==> config.mk <==
export PLATFORM = sky130hd
export DESIGN_NAME = sms_power_engine
export DESIGN_NICKNAME = d
export VERILOG_FILES = /design/src/rtl/sms_pkg.sv /design/src/rtl/sms_power_engine_gf_mul.sv /design/src/rtl/sms_power_engine.sv
export SDC_FILE = /design/constraint.sdc
export NUM_CORES = 1
export LEC_CHECK = 0
export BUFFER_PORTS_ARGS = -buffer_cell sky130_fd_sc_hd__buf_2
export CORE_UTILIZATION = 40
export CTS_BUF_LIST = sky130_fd_sc_hd__clkbuf_8 sky130_fd_sc_hd__clkbuf_16
export DETAILED_ROUTE_END_ITERATION = 7
export GPL_TIMING_DRIVEN = 0
export PLACE_DENSITY = 0.67
export SYNTH_ARGS = -nofsm -noshare
export SYNTH_HDL_FRONTEND = slang
export SYNTH_SLANG_ARGS = --single-unit
==> constraint.sdc <==
create_clock -name clk -period 3.5 [get_ports clk]
set_clock_uncertainty 0.2 [all_clocks]
set_input_delay 0.175 -clock clk [delete_from_list [all_inputs] [get_ports clk]]
set_output_delay 0.175 -clock clk [all_outputs]
set_load 0.02 [all_outputs]
==> src/rtl/sms_pkg.sv <==
// sms_pkg -- shared types and default constants for the GF(2^N) power engine.
//   state_t  : engine FSM states (IDLE, RUN, DONE)
//   N_DEF    : default field degree / data width
//   POLY_DEF : default reduction polynomial x^6+x+1
//   EW_DEF   : default exponent width
//   ID_MAT   : 6x6 identity matrix, row-major, row r column c at bit r*N+c
package sms_pkg;

  typedef enum logic [1:0] {
    IDLE = 2'd0,
    RUN  = 2'd1,
    DONE = 2'd2
  } state_t;

  localparam int          N_DEF    = 6;
  localparam logic [6:0]  POLY_DEF = 7'b1000011;
  localparam int          EW_DEF   = 6;

  // Diagonal bits 0, 7, 14, 21, 28, 35.
  localparam logic [35:0] ID_MAT   = 36'h810204081;

endpackage

==> src/rtl/sms_power_engine_gf_mul.sv <==
// gf_mul -- combinational GF(2^N) multiplier, polynomial basis.
//   a, b : operands (N bits)
//   p    : a*b mod POLY (N bits)
// Shift-and-add: the running multiple of a is reduced every step so it
// never leaves N bits.
module gf_mul #(
  parameter int         N    = 6,
  parameter logic [N:0] POLY = 7'b1000011
) (
  input  logic [N-1:0] a,
  input  logic [N-1:0] b,
  output logic [N-1:0] p
);

  logic [N-1:0] sh;

  always_comb begin
    p  = '0;
    sh = a;
    for (int i = 0; i < N; i++) begin
      if (b[i]) p = p ^ sh;
      sh = {sh[N-2:0], 1'b0} ^ (sh[N-1] ? POLY[N-1:0] : '0);
    end
  end

endmodule

==> src/rtl/sms_power_engine.sv <==
// sms_power_engine -- computes y = x^e in GF(2^N) by left-to-right
// square-and-multiply, one exponent bit per clock.
//   clk, rst            : clock, synchronous active-high reset
//   in_valid / in_ready : request handshake, operands x_in, exp_in
//   out_valid/out_ready : result handshake, result y_out
//   busy                : engine not in IDLE
// Optional macro SMS_ISO_EN adds M_IN / M_OUT basis-change matrices:
//   y = M_OUT * (M_IN * x)^e over GF(2).
module sms_power_engine
  import sms_pkg::*;
#(
  parameter int          N    = N_DEF,
  parameter logic [N:0]  POLY = POLY_DEF,
  parameter int          EW   = EW_DEF
`ifdef SMS_ISO_EN
  ,
  parameter logic [N*N-1:0] M_IN  = ID_MAT,
  parameter logic [N*N-1:0] M_OUT = ID_MAT
`endif
) (
  input  logic          clk,
  input  logic          rst,
  input  logic          in_valid,
  output logic          in_ready,
  input  logic [N-1:0]  x_in,
  input  logic [EW-1:0] exp_in,
  output logic          out_valid,
  input  logic          out_ready,
  output logic [N-1:0]  y_out,
  output logic          busy
);

  localparam int CW = (EW > 1) ? $clog2(EW) : 1;

  state_t        state, state_n;
  logic [N-1:0]  base, acc;
  logic [EW-1:0] expo;
  logic [CW-1:0] cnt;
  logic [N-1:0]  sq, prod, acc_nxt, base_in, y_res;

`ifdef SMS_ISO_EN
  // Row r of the result is the GF(2) dot product of matrix row r with v.
  function automatic logic [N-1:0] mat_vec(input logic [N*N-1:0] m,
                                            input logic [N-1:0]   v);
    mat_vec = '0;
    for (int r = 0; r < N; r++)
      for (int c = 0; c < N; c++)
        mat_vec[r] = mat_vec[r] ^ (m[r*N+c] & v[c]);
  endfunction

  assign base_in = mat_vec(M_IN, x_in);
  assign y_res   = mat_vec(M_OUT, acc);
`else
  assign base_in = x_in;
  assign y_res   = acc;
`endif

  gf_mul #(.N(N), .POLY(POLY)) u_sq  (.a(acc), .b(acc),  .p(sq));
  gf_mul #(.N(N), .POLY(POLY)) u_mul (.a(sq),  .b(base), .p(prod));

  assign acc_nxt = expo[cnt] ? prod : sq;

  always_comb begin
    state_n = state;
    case (state)
      IDLE:    if (in_valid) state_n = RUN;
      RUN:     if (cnt == '0) state_n = DONE;
      DONE:    if (out_ready) state_n = IDLE;
      default: state_n = IDLE;
    endcase
  end

  always_ff @(posedge clk) begin
    if (rst) begin
      state <= IDLE;
      base  <= '0;
      expo  <= '0;
      acc   <= '0;
      cnt   <= '0;
    end else begin
      state <= state_n;
      case (state)
        IDLE: if (in_valid) begin
          base <= base_in;
          expo <= exp_in;
          acc  <= N'(1);
          cnt  <= CW'(EW - 1);
        end
        RUN: begin
          acc <= acc_nxt;
          // Parks at zero so the DONE state sees a clean counter.
          if (cnt != '0) cnt <= cnt - 1'b1;
        end
        default: ;
      endcase
    end
  end

  assign in_ready  = (state == IDLE);
  assign out_valid = (state == DONE);
  assign busy      = (state != IDLE);
  // Forced to zero outside DONE so the output never shows partial products.
  assign y_out     = (state == DONE) ? y_res : '0;

endmodule

==> reports/results.ini, run 1 <==
[run_status]
status = complete, no violations

[min_path]
hold_end = state[1]
min_from = out_ready
hold_depth = 4
min_path_type = input pin to register

[yosys]
synthesis.instances = 254
synth_edf_count = 0
ys_warn_count = 0
synthSimpleGateAreaFrac = 0.259
netlist_area_sq_um = 1980
synth_top_family_by_area = simple AND/OR/NAND/NOR gates
async_flop_share = 0
synth-main-ff-cell = dfxtp_1
synth-xor-area-share = 0.197
ys_top_cells_by_area = dfxtp_1 (23%), nand2_1 (8.5%), xnor2_1 (8.4%), a21oi_1 (5.8%), xnor3_1 (5.7%)
synth_mux_area_frac = 0.0430
syn_nets = 273
synth_top_area_frac = 0.233
ys_seq_area_frac = 0.233
yosys.area_share.adder = 0.0190
ys_ff_latch = 23
synth_cell_types = 49
yosys.area.top_type = dfxtp_1
synth-compound-area-share = 0.179
syn_avg_cell_area_sq_um = 7.79

[cts]
clk_root_buffer_cell = clkbuf_8
cts.sinks = 23
cts.repair.resized = 0
ctsHoldBuffers = 13
cts_made_buffers = 3
cts_tree = done
cts_buffer_depth = 2
cts_setup_buffers = 0
htreeDepth = 1
worstSkewPairLatency_ps = 260
clkSlewWorstSetupHoldPaths_ps = 80

[layout]
seqCellArea_sq_um = 460
multi_input_comb_area_sq_um = 1380
antenna-diode-count = 0
mostFrequentLayoutCells = nand2_1 (45), buf_2 (31), a21oi_1 (23), dfxtp_1 (23), xnor2_1 (19)
syn2layout_area_growth_pct = 19.2
drive_above_1_share = 0.176
final_common_cell = nand2_1
final_nets = 315
nFillCells = 499

[floorplanning]
core_sq_um = 4750
dieArea_sq_um = 5230
start_util = 0.416
placementRows = 25
pin_count = 25
die_h_microns = 72.3
die_x_microns = 72.3

[detailed_routing]
drt_iter0_markers = 124
drc = 0
drt-vias-per-instance = 5.10
num_vias = 1845
wire_per_inst_microns = 12.5
wl_mm = 4.51
detail-route-antenna-nets = 0
drtPass1Iterations = 4

[sta]
drv_slew = 0
setup_viol = 0
maxSlewHeadroom = 0.663
rsz0062_at_grt = no
maxClockFrequency_mhz = 329
post-route-period-util = 0.869
fin_crit_ps = 3040
setup_tns_ps = 0
tightest_slew_ps = 501
finalHoldViolCount = 0

[setup_path]
timing.rr.start = acc[0]
slowest_delay_ps = 410
required_ps = 3450
cp_slowest_cell = xnor2_1
worstSetupEndpointType = register
reg2reg_setup_slack_ps = 460
path_max_fanout = 9
path_cells = ha_1, buf_4, xnor2_1, a21oi_1, xnor2_1, nand2_1, xnor3_1, xnor2_1, mux2i_1, a2111oi_2
critical_path_class = register to register
cp_common_cell = xnor2_1
arrival_ps = 2990
start_kind = register
rr_worst_depth = 10
r2r_end = acc[0]

[grt]
track_usage = 0.191
antenna_found_initial = 0
grt_max_degree = 14
first_global_vias = 1725
grt_pass1_wl_mm = 7.83
overflow = 0

[place]
io_buffers = 24
dp_hpwl_mm = 3.47
gp_congestion = 0.801

[power_and_ir_drop]
p_per_area_nw_per_um2 = 292
peakVddDrop_mv = 0.269
p_leak_nw = 0.991
power_mw = 0.690

[flow_run]
cap_violations = 0

-- cell families after synthesis --
kind of cell | after synthesis
flops | 23
mux | 7
simple gates | 106
compound gates | 56
buf+inv | 26
xor+xnor | 33
fa+ha+maj | 3
-- where the power goes --
group,total [mW],leakage (nW),internal (mW),switching [mW]
combinational,0.229,0.777,0.102,0.127
sequential,0.298,0.188,0.280,0.0175
clock,0.163,0.0255,0.0794,0.0839
-- metrics by stage --
| step | hold slack, ps | utilization | setup WS, ps | area, sq um | instances |
|---|---|---|---|---|---|
| after floorplan | 43.9 | - | 800 | 1980 | 254 |
| after global placement | 215 | 0.459 | 515 | 2180 | 345 |
| after detailed placement | 221 | 0.459 | 458 | 2180 | 345 |
| after CTS | 41.9 | 0.496 | 438 | 2360 | 362 |
| after global routing | 95.4 | 0.496 | 244 | 2360 | 362 |
| final | 45.6 | 0.496 | 457 | 2360 | 362 |
-- routing by layer --
| layer | wire, microns | track usage | part of all wire |
|---|---|---|---|
| met5 | 0 | 0 | 0 |
| met4 | 50 | 0.0588 | 0.011 |
| met3 | 110 | 0.00972 | 0.024 |
| met2 | 2350 | 0.356 | 0.52 |
| met1 | 2000 | 0.234 | 0.44 |
-- how the worst max path moves through the flow --
stage                     slack [ps]   start     end  depth (start not counted)
after global routing             240  acc[0]  acc[0]                         10
after floorplan                  800  acc[0]  acc[3]                         11
final                            460  acc[0]  acc[0]                         10
after detailed placement         460  acc[0]  acc[0]                         10
after global placement           520  acc[0]  acc[0]                         10
after CTS                        440  acc[0]  acc[0]                         10
-- worst max-delay path: cells and delay by family (launching register included) --
kind	cells	cell delay, ps
buffers and inverters	1	170
AO/OA/AOI/OAI	2	450
XOR/XNOR	4	1240
AND/OR/NAND/NOR	1	130
multiplexers	1	130
adder cells (fa/ha/maj)	1	280
flip-flops	1	330
-- flip-flops by register name (all words and copies together) (netlist names) --
| name | cells |
|---|---|
| acc | 6 |
| base | 6 |
| cnt | 3 |
| expo | 6 |
| state | 2 |
-- Yosys cell counts, types with 4 or more instances --
cell type	count
a21oi_1	23
and2_1	8
buf_2	7
buf_6	4
clkbuf_1	5
dfxtp_1	23
inv_1	9
mux2i_1	4
nand2_1	45
nand3_1	7
nor2_1	16
nor2b_1	7
nor3_1	4
o21ai_0	9
xnor2_1	19
xnor3_1	5
xor2_1	6
-- cell type report --
class	instances	share of cell area
inverters	9	0.0143
multi-input cells	205	0.584
flip-flops and latches	23	0.195
clock inverters	1	0.00212
repair buffers	37	0.106
clock buffers	3	0.0175
plain buffers	17	0.0451
well taps	67	0.0355
Note: power is estimated with default switching activity, not from simulation.
==> inputs of run 2 (changes only) <==
--- a/config.mk
+++ b/config.mk
@@ -6,11 +6,12 @@
 export NUM_CORES = 1
 export LEC_CHECK = 0
 export BUFFER_PORTS_ARGS = -buffer_cell sky130_fd_sc_hd__buf_2
-export CORE_UTILIZATION = 40
+export CORE_UTILIZATION = 50
 export CTS_BUF_LIST = sky130_fd_sc_hd__clkbuf_8 sky130_fd_sc_hd__clkbuf_16
 export DETAILED_ROUTE_END_ITERATION = 7
 export GPL_TIMING_DRIVEN = 0
-export PLACE_DENSITY = 0.67
+export PLACE_DENSITY = 0.78
+export SKIP_LAST_GASP = 1
 export SYNTH_ARGS = -nofsm -noshare
 export SYNTH_HDL_FRONTEND = slang
 export SYNTH_SLANG_ARGS = --single-unit
==> reports/results.ini, run 2 (synthesis results as in run 1) <==
[run_status]
status = complete, no violations  ; unchanged

[detailed_routing]
wl_mm = 4.32  ; was 4.51 mm
drc = 0  ; unchanged
drt-vias-per-instance = 5.43  ; was 5.10
drtPass1Iterations = 4  ; unchanged
num_vias = 1863  ; was 1845
detail-route-antenna-nets = 0  ; unchanged
wire_per_inst_microns = 12.6  ; was 12.5 microns
drt_iter0_markers = 98  ; was 124

[grt]
overflow = 0  ; unchanged
antenna_found_initial = 0  ; unchanged
first_global_vias = 1686  ; was 1725
grt_pass1_wl_mm = 7.49  ; was 7.83 mm
track_usage = 0.230  ; was 0.191
grt_max_degree = 13  ; was 14

[sta]
setup_tns_ps = 0  ; unchanged
finalHoldViolCount = 0  ; unchanged
hold_slack_ps = 24.6  ; was 45.6 ps
setup_viol = 0  ; unchanged
maxClockFrequency_mhz = 334  ; was 329 MHz
rsz0062_at_grt = no  ; unchanged
post-route-period-util = 0.856  ; was 0.869
maxSlewHeadroom = 0.657  ; was 0.663
drv_slew = 0  ; unchanged
tightest_slew_ps = 511  ; was 501 ps
fin_crit_ps = 2990  ; was 3040 ps

[floorplanning]
core_sq_um = 3720  ; was 4750 sq um
dieArea_sq_um = 4210  ; was 5230 sq um
placementRows = 22  ; was 25
die_x_microns = 64.9  ; was 72.3 microns
start_util = 0.533  ; was 0.416
pin_count = 25  ; unchanged
die_h_microns = 64.9  ; was 72.3 microns

[power_and_ir_drop]
combPwrFrac = 0.331  ; was 0.332
switchingPower_mw = 0.225  ; was 0.228 mW
peakVddDrop_mv = 0.281  ; was 0.269 mV
p_int_mw = 0.460  ; was 0.462 mW
pwr-share-clk = 0.234  ; was 0.237
swShare = 0.328  ; was 0.331
p_leak_nw = 0.993  ; was 0.991 nW
p_per_area_nw_per_um2 = 294  ; was 292 nW/um^2
seq_power_share = 0.434  ; was 0.432

[setup_path]
start_kind = register  ; unchanged
arrival_ps = 2960  ; was 2990 ps
path_max_fanout = 9  ; unchanged
required_ps = 3470  ; was 3450 ps
critical_path_class = register to register  ; unchanged
worstSetupEndpointType = register  ; unchanged

[layout]
largestRegisters = acc (6), base (6), expo (6)  ; unchanged
syn2layout_area_growth_pct = 18.0  ; was 19.2%
final_common_cell = nand2_1  ; unchanged
antenna-diode-count = 0  ; unchanged
mostFrequentLayoutCells = nand2_1 (45), buf_2 (31), a21oi_1 (23), dfxtp_1 (23), xnor2_1 (19)  ; unchanged
drive_above_1_share = 0.173  ; was 0.176
nFillCells = 348  ; was 499
final_nets = 315  ; unchanged

[min_path]
min_path_type = input pin to register  ; unchanged

[cts]
cts_tree = done  ; unchanged
cts_buffer_depth = 2  ; unchanged
clk_root_buffer_cell = clkbuf_8  ; unchanged
cts.sinks = 23  ; unchanged
clkSlewWorstSetupHoldPaths_ps = 80  ; about the same
htreeDepth = 1  ; unchanged
cts_setup_buffers = 0  ; unchanged
cts_made_buffers = 3  ; unchanged
worstSkewPairLatency_ps = 260  ; about the same

[place]
dp_hpwl_mm = 3.26  ; was 3.47 mm
io_buffers = 24  ; unchanged
gp_congestion = 0.800  ; was 0.801

[flow_run]
cap_violations = 0  ; unchanged

==> run 2: cell types whose count changed in the layout (fill, tap and decap cells not counted), sizes merged <==
cell / change
inv: +1
clkinv: -1
==> run 2: path summary, 6_finish.rpt <==
| kind | from | end | slack, ps | cells after the start |
|---|---|---|---|---|
| setup / recovery | acc[0] | acc[0] | 510 | 10 |
| hold / removal | out_ready | state[1] | 20 | 4 |
| setup reg to reg | acc[0] | acc[0] | 510 | 10 |
| hold reg to reg | expo[0] | expo[0] | 250 | 2 |
==> run 2: power by group through the flow <==
stage                     combinational [mW]  sequential, mW  clock (mW)
final                                  0.227           0.298       0.160
after floorplan                        0.170           0.298           0
after detailed placement               0.216           0.304           0
after global placement                 0.212           0.303           0
after global routing                   0.255           0.301       0.178
after CTS                              0.227           0.298       0.164
==> run 2: worst max-delay path, cell delays in order (launching register included) <==
cell       delay (ps)
dfxtp_1           340
ha_1              300
buf_4             170
xnor2_1           220
a21oi_1           120
xnor2_1           430
nand2_1           140
xnor3_1           370
xnor2_1           210
mux2i_1           130
a2111oi_2         270
==> run 2: cell type report <==
type                    instances  area [sq um]  area share
multi-input cells             205          1380       0.591
flip-flops and latches         23           460       0.197
repair buffers                 37           250       0.107
plain buffers                  17           106      0.0456
well taps                      48          60.1      0.0257
clock buffers                   3          41.3      0.0177
inverters                       9          33.8      0.0145
clock inverters                 1          3.75     0.00161
==> run 2: metal layers <==
metal  part of all wire  GRT usage
met5                  0          0
met4              0.025     0.0972
met3              0.017     0.0158
met2               0.51      0.408
met1               0.45      0.284
==> run 2: per-stage QoR <==
stage | instance area (sq um) | util | cells | power [mW] | worst slack (ps)
6_report | 2330 | 0.628 | 343 | 0.686 | 506
5_1_grt | 2330 | 0.628 | 343 | 0.733 | 258
4_1_cts | 2330 | 0.628 | 343 | 0.689 | 484
3_5_place_dp | 2160 | 0.581 | 326 | 0.520 | 512
3_3_place_gp | 2160 | 0.581 | 326 | 0.515 | 518
2_1_floorplan | 1980 | - | 254 | 0.468 | 800
==> run 2: repair_timing <==
action / in CTS / in global routing
hold endpoints to repair: 14 / 0
hold buffers: 13 / 0
resized for setup: 0 / 0
setup endpoints to repair: 0 / 0
==> inputs of run 3 (changes only) <==
--- a/config.mk
+++ b/config.mk
@@ -5,6 +5,7 @@
 export SDC_FILE = /design/constraint.sdc
 export NUM_CORES = 1
 export LEC_CHECK = 0
+export ABC_AREA = 1
 export BUFFER_PORTS_ARGS = -buffer_cell sky130_fd_sc_hd__buf_2
 export CORE_UTILIZATION = 50
 export CTS_BUF_LIST = sky130_fd_sc_hd__clkbuf_8 sky130_fd_sc_hd__clkbuf_16
==> reports/results.ini, run 3 <==
[run_status]
status = complete, no violations  ; unchanged

[setup_path]
path_cells = ha_1, inv_2, nand2_2, nand3_2, inv_1, nand2_1, nand2_1, nand2_1, nand2_2, buf_6, nand2_1, xor2_1, inv_1, nand3_1, nand3_1, nand2_1, a21oi_2  ; was ha_1, buf_4, xnor2_1, a21oi_1, xnor2_1, nand2_1, xnor3_1, xnor2_1, mux2i_1, a2111oi_2
arrival_ps = 2480  ; was 2960 ps
start_kind = register  ; unchanged
cp-startpoint = acc[0]  ; unchanged
slowest_delay_ps = 420  ; was 430 ps
required_ps = 3440  ; was 3470 ps
cp_slowest_cell = ha_1  ; was xnor2_1
cp_common_cell = nand2_1  ; was xnor2_1
worstSetupEndpointType = register  ; unchanged
path_max_fanout = 10  ; was 9
critical_path_class = register to register  ; unchanged
timing.rr.start = acc[0]  ; unchanged

[yosys]
ys_seq_area_frac = 0.213  ; was 0.233
synth.most_common_cell = nand2_1  ; unchanged
syn_nets = 410  ; was 273
synth_top_area_frac = 0.229  ; was 0.233
synth_edf_count = 0  ; unchanged
synth_cell_types = 30  ; was 49
yosys.area.top_type = nand2_1  ; was dfxtp_1
synth-main-ff-cell = dfxtp_1  ; unchanged
ys_warn_count = 0  ; unchanged
netlist_area_sq_um = 2160  ; was 1980 sq um
ys_top_cells_by_area = nand2_1 (23%), dfxtp_1 (21%), nand3_1 (11%), inv_1 (8.2%), nor2_1 (6.8%)  ; was dfxtp_1 (23%), nand2_1 (8.5%), xnor2_1 (8.4%), a21oi_1 (5.8%), xnor3_1 (5.7%)
synthesis.instances = 391  ; was 254
synth_common_cells = nand2_1 (132), nand3_1 (48), inv_1 (47), nor2_1 (39), dfxtp_1 (23)  ; was nand2_1 (45), a21oi_1 (23), dfxtp_1 (23), xnor2_1 (19), nor2_1 (16)
async_flop_share = 0  ; unchanged
ys_ff_latch = 23  ; unchanged
syn_avg_cell_area_sq_um = 5.53  ; was 7.79 sq um

[grt]
overflow = 0  ; unchanged
grt_max_degree = 13  ; unchanged
grt_pass1_wl_mm = 8.94  ; was 7.49 mm
antenna_found_initial = 0  ; unchanged
track_usage = 0.254  ; was 0.230
first_global_vias = 2149  ; was 1686

[sta]
setup_viol = 0  ; unchanged
maxSlewHeadroom = 0.633  ; was 0.657
fin_crit_ps = 2540  ; was 2990 ps
drv_slew = 0  ; unchanged
setup_tns_ps = 0  ; unchanged
post-route-period-util = 0.726  ; was 0.856
maxClockFrequency_mhz = 394  ; was 334 MHz
tightest_slew_ps = 550  ; was 511 ps
finalHoldViolCount = 0  ; unchanged
rsz0062_at_grt = no  ; unchanged

[floorplanning]
pin_count = 25  ; unchanged
die_h_microns = 67.8  ; was 64.9 microns
placementRows = 23  ; was 22
dieArea_sq_um = 4590  ; was 4210 sq um
start_util = 0.529  ; was 0.533
core_sq_um = 4090  ; was 3720 sq um
die_x_microns = 67.8  ; was 64.9 microns

[layout]
final_common_cell = nand2_1  ; unchanged
drive_above_1_share = 0.156  ; was 0.173
layout.cells.non_filler = 480  ; was 343
largestRegisters = acc (6), base (6), expo (6)  ; unchanged
final_nets = 450  ; was 315
mostFrequentLayoutCells = nand2_1 (132), inv_1 (48), nand3_1 (48)  ; was nand2_1 (45), buf_2 (31), a21oi_1 (23), dfxtp_1 (23), xnor2_1 (19)
syn2layout_area_growth_pct = 15.6  ; was 18.0%
antenna-diode-count = 0  ; unchanged
nFillCells = 408  ; was 348

[cts]
clk_root_buffer_cell = clkbuf_8  ; unchanged
cts_made_buffers = 3  ; unchanged
cts_tree = done  ; unchanged
worstSkewPairLatency_ps = 260  ; about the same
cts_setup_buffers = 0  ; unchanged
cts.sinks = 23  ; unchanged
clkSlewWorstSetupHoldPaths_ps = 80  ; about the same
htreeDepth = 1  ; unchanged
cts_buffer_depth = 2  ; unchanged

[min_path]
min_path_type = input pin to register  ; unchanged
min_from = x_in[5]  ; was out_ready

[power_and_ir_drop]
peakVddDrop_mv = 0.357  ; was 0.281 mV
combPwrFrac = 0.494  ; was 0.331
seq_power_share = 0.333  ; was 0.434
p_int_mw = 0.530  ; was 0.460 mW
swShare = 0.441  ; was 0.328
pwr-share-clk = 0.173  ; was 0.234
switchingPower_mw = 0.418  ; was 0.225 mW
p_leak_nw = 1.25  ; was 0.993 nW
power_mw = 0.947  ; was 0.686 mW
p_per_area_nw_per_um2 = 379  ; was 294 nW/um^2

[detailed_routing]
drt_iter0_markers = 165  ; was 98
detail-route-antenna-nets = 0  ; unchanged
drc = 0  ; unchanged
num_vias = 2492  ; was 1863
drtPass1Iterations = 5  ; was 4
wire_per_inst_microns = 10.9  ; was 12.6 microns
drt-vias-per-instance = 5.19  ; was 5.43
wl_mm = 5.23  ; was 4.32 mm

[place]
io_buffers = 24  ; unchanged
dp_hpwl_mm = 3.94  ; was 3.26 mm
gp_congestion = 0.880  ; was 0.800
placedCellCount = 465  ; was 326

[flow_run]
cap_violations = 0  ; unchanged

[run 3: cell types whose count changed after synthesis, moves of 16 or more]
cell,change
inv_1,+38
nand2_1,+87
nand3_1,+41
nor2_1,+23
xnor2_1,-16
[run 3: path summary, 6_finish.rpt]
path / end / slack, ps / depth (start not counted)
worst min register to register: expo[2] / 290 / 2
worst max register to register: acc[4] / 960 / 17
worst min-delay path: base[5] / 8 / 3
worst max-delay path: acc[4] / 960 / 17
[run 3: stage by stage]
stage | hold WS (ps) | util | worst slack (ps) | area, sq um
floorplan | 142 | - | 1260 | 2160
global placement | 223 | 0.574 | 994 | 2340
detailed placement | 239 | 0.574 | 966 | 2340
CTS | 1.17 | 0.612 | 950 | 2500
global route | 10.2 | 0.612 | 701 | 2500
finish | 8.17 | 0.612 | 959 | 2500
[run 3: cells by family after synthesis]
group / Yosys count / synth area share
AND/OR/NAND/NOR: 247 / 0.502
buffers and inverters: 70 / 0.135
AO/OA/AOI/OAI: 41 / 0.105
flip-flops: 23 / 0.213
XOR/XNOR: 7 / 0.0284
adder cells (fa/ha/maj): 3 / 0.0174
[run 3: layout make-up]
type                    instances  area, sq um  area share
plain buffers                  12         73.8      0.0295
clock buffers                   3         41.3      0.0165
clock inverters                 1         3.75     0.00150
inverters                      58          218      0.0871
multi-input cells             298         1410       0.564
flip-flops and latches         23          460       0.184
well taps                      50         62.6      0.0250
repair buffers                 35          230      0.0921
[run 3: routing by layer]
| metal | share of wire | track usage | vias to the layer above |
|---|---|---|---|
| met4 | 0.017 | 0.0851 | 0 |
| met1 | 0.45 | 0.318 | 1090 |
| met3 | 0.056 | 0.0304 | 10 |
| met5 | 0 | 0 | - |
| li1 | - | - | 1302 |
| met2 | 0.48 | 0.444 | 90 |
[run 3: power by group through the flow]
stage	sequential (mW)	combinational [mW]	clock [mW]
after global routing	0.320	0.531	0.179
after floorplan	0.314	0.359	0
after global placement	0.320	0.446	0
final	0.316	0.468	0.164
after CTS	0.315	0.464	0.168
after detailed placement	0.321	0.453	0
[run 3: timing repair]
item | in CTS | in global routing
hold endpoints to repair | 11 | 0
resized for setup | 0 | 0
hold buffers | 11 | 0
[run 3: worst max-delay path: cells and delay by family (launching register included)]
kind                     cells  cell delay (ps)
adder cells (fa/ha/maj)      1              420
AND/OR/NAND/NOR             10              840
flip-flops                   1              360
AO/OA/AOI/OAI                1               50
XOR/XNOR                     1              190
buffers and inverters        4              340
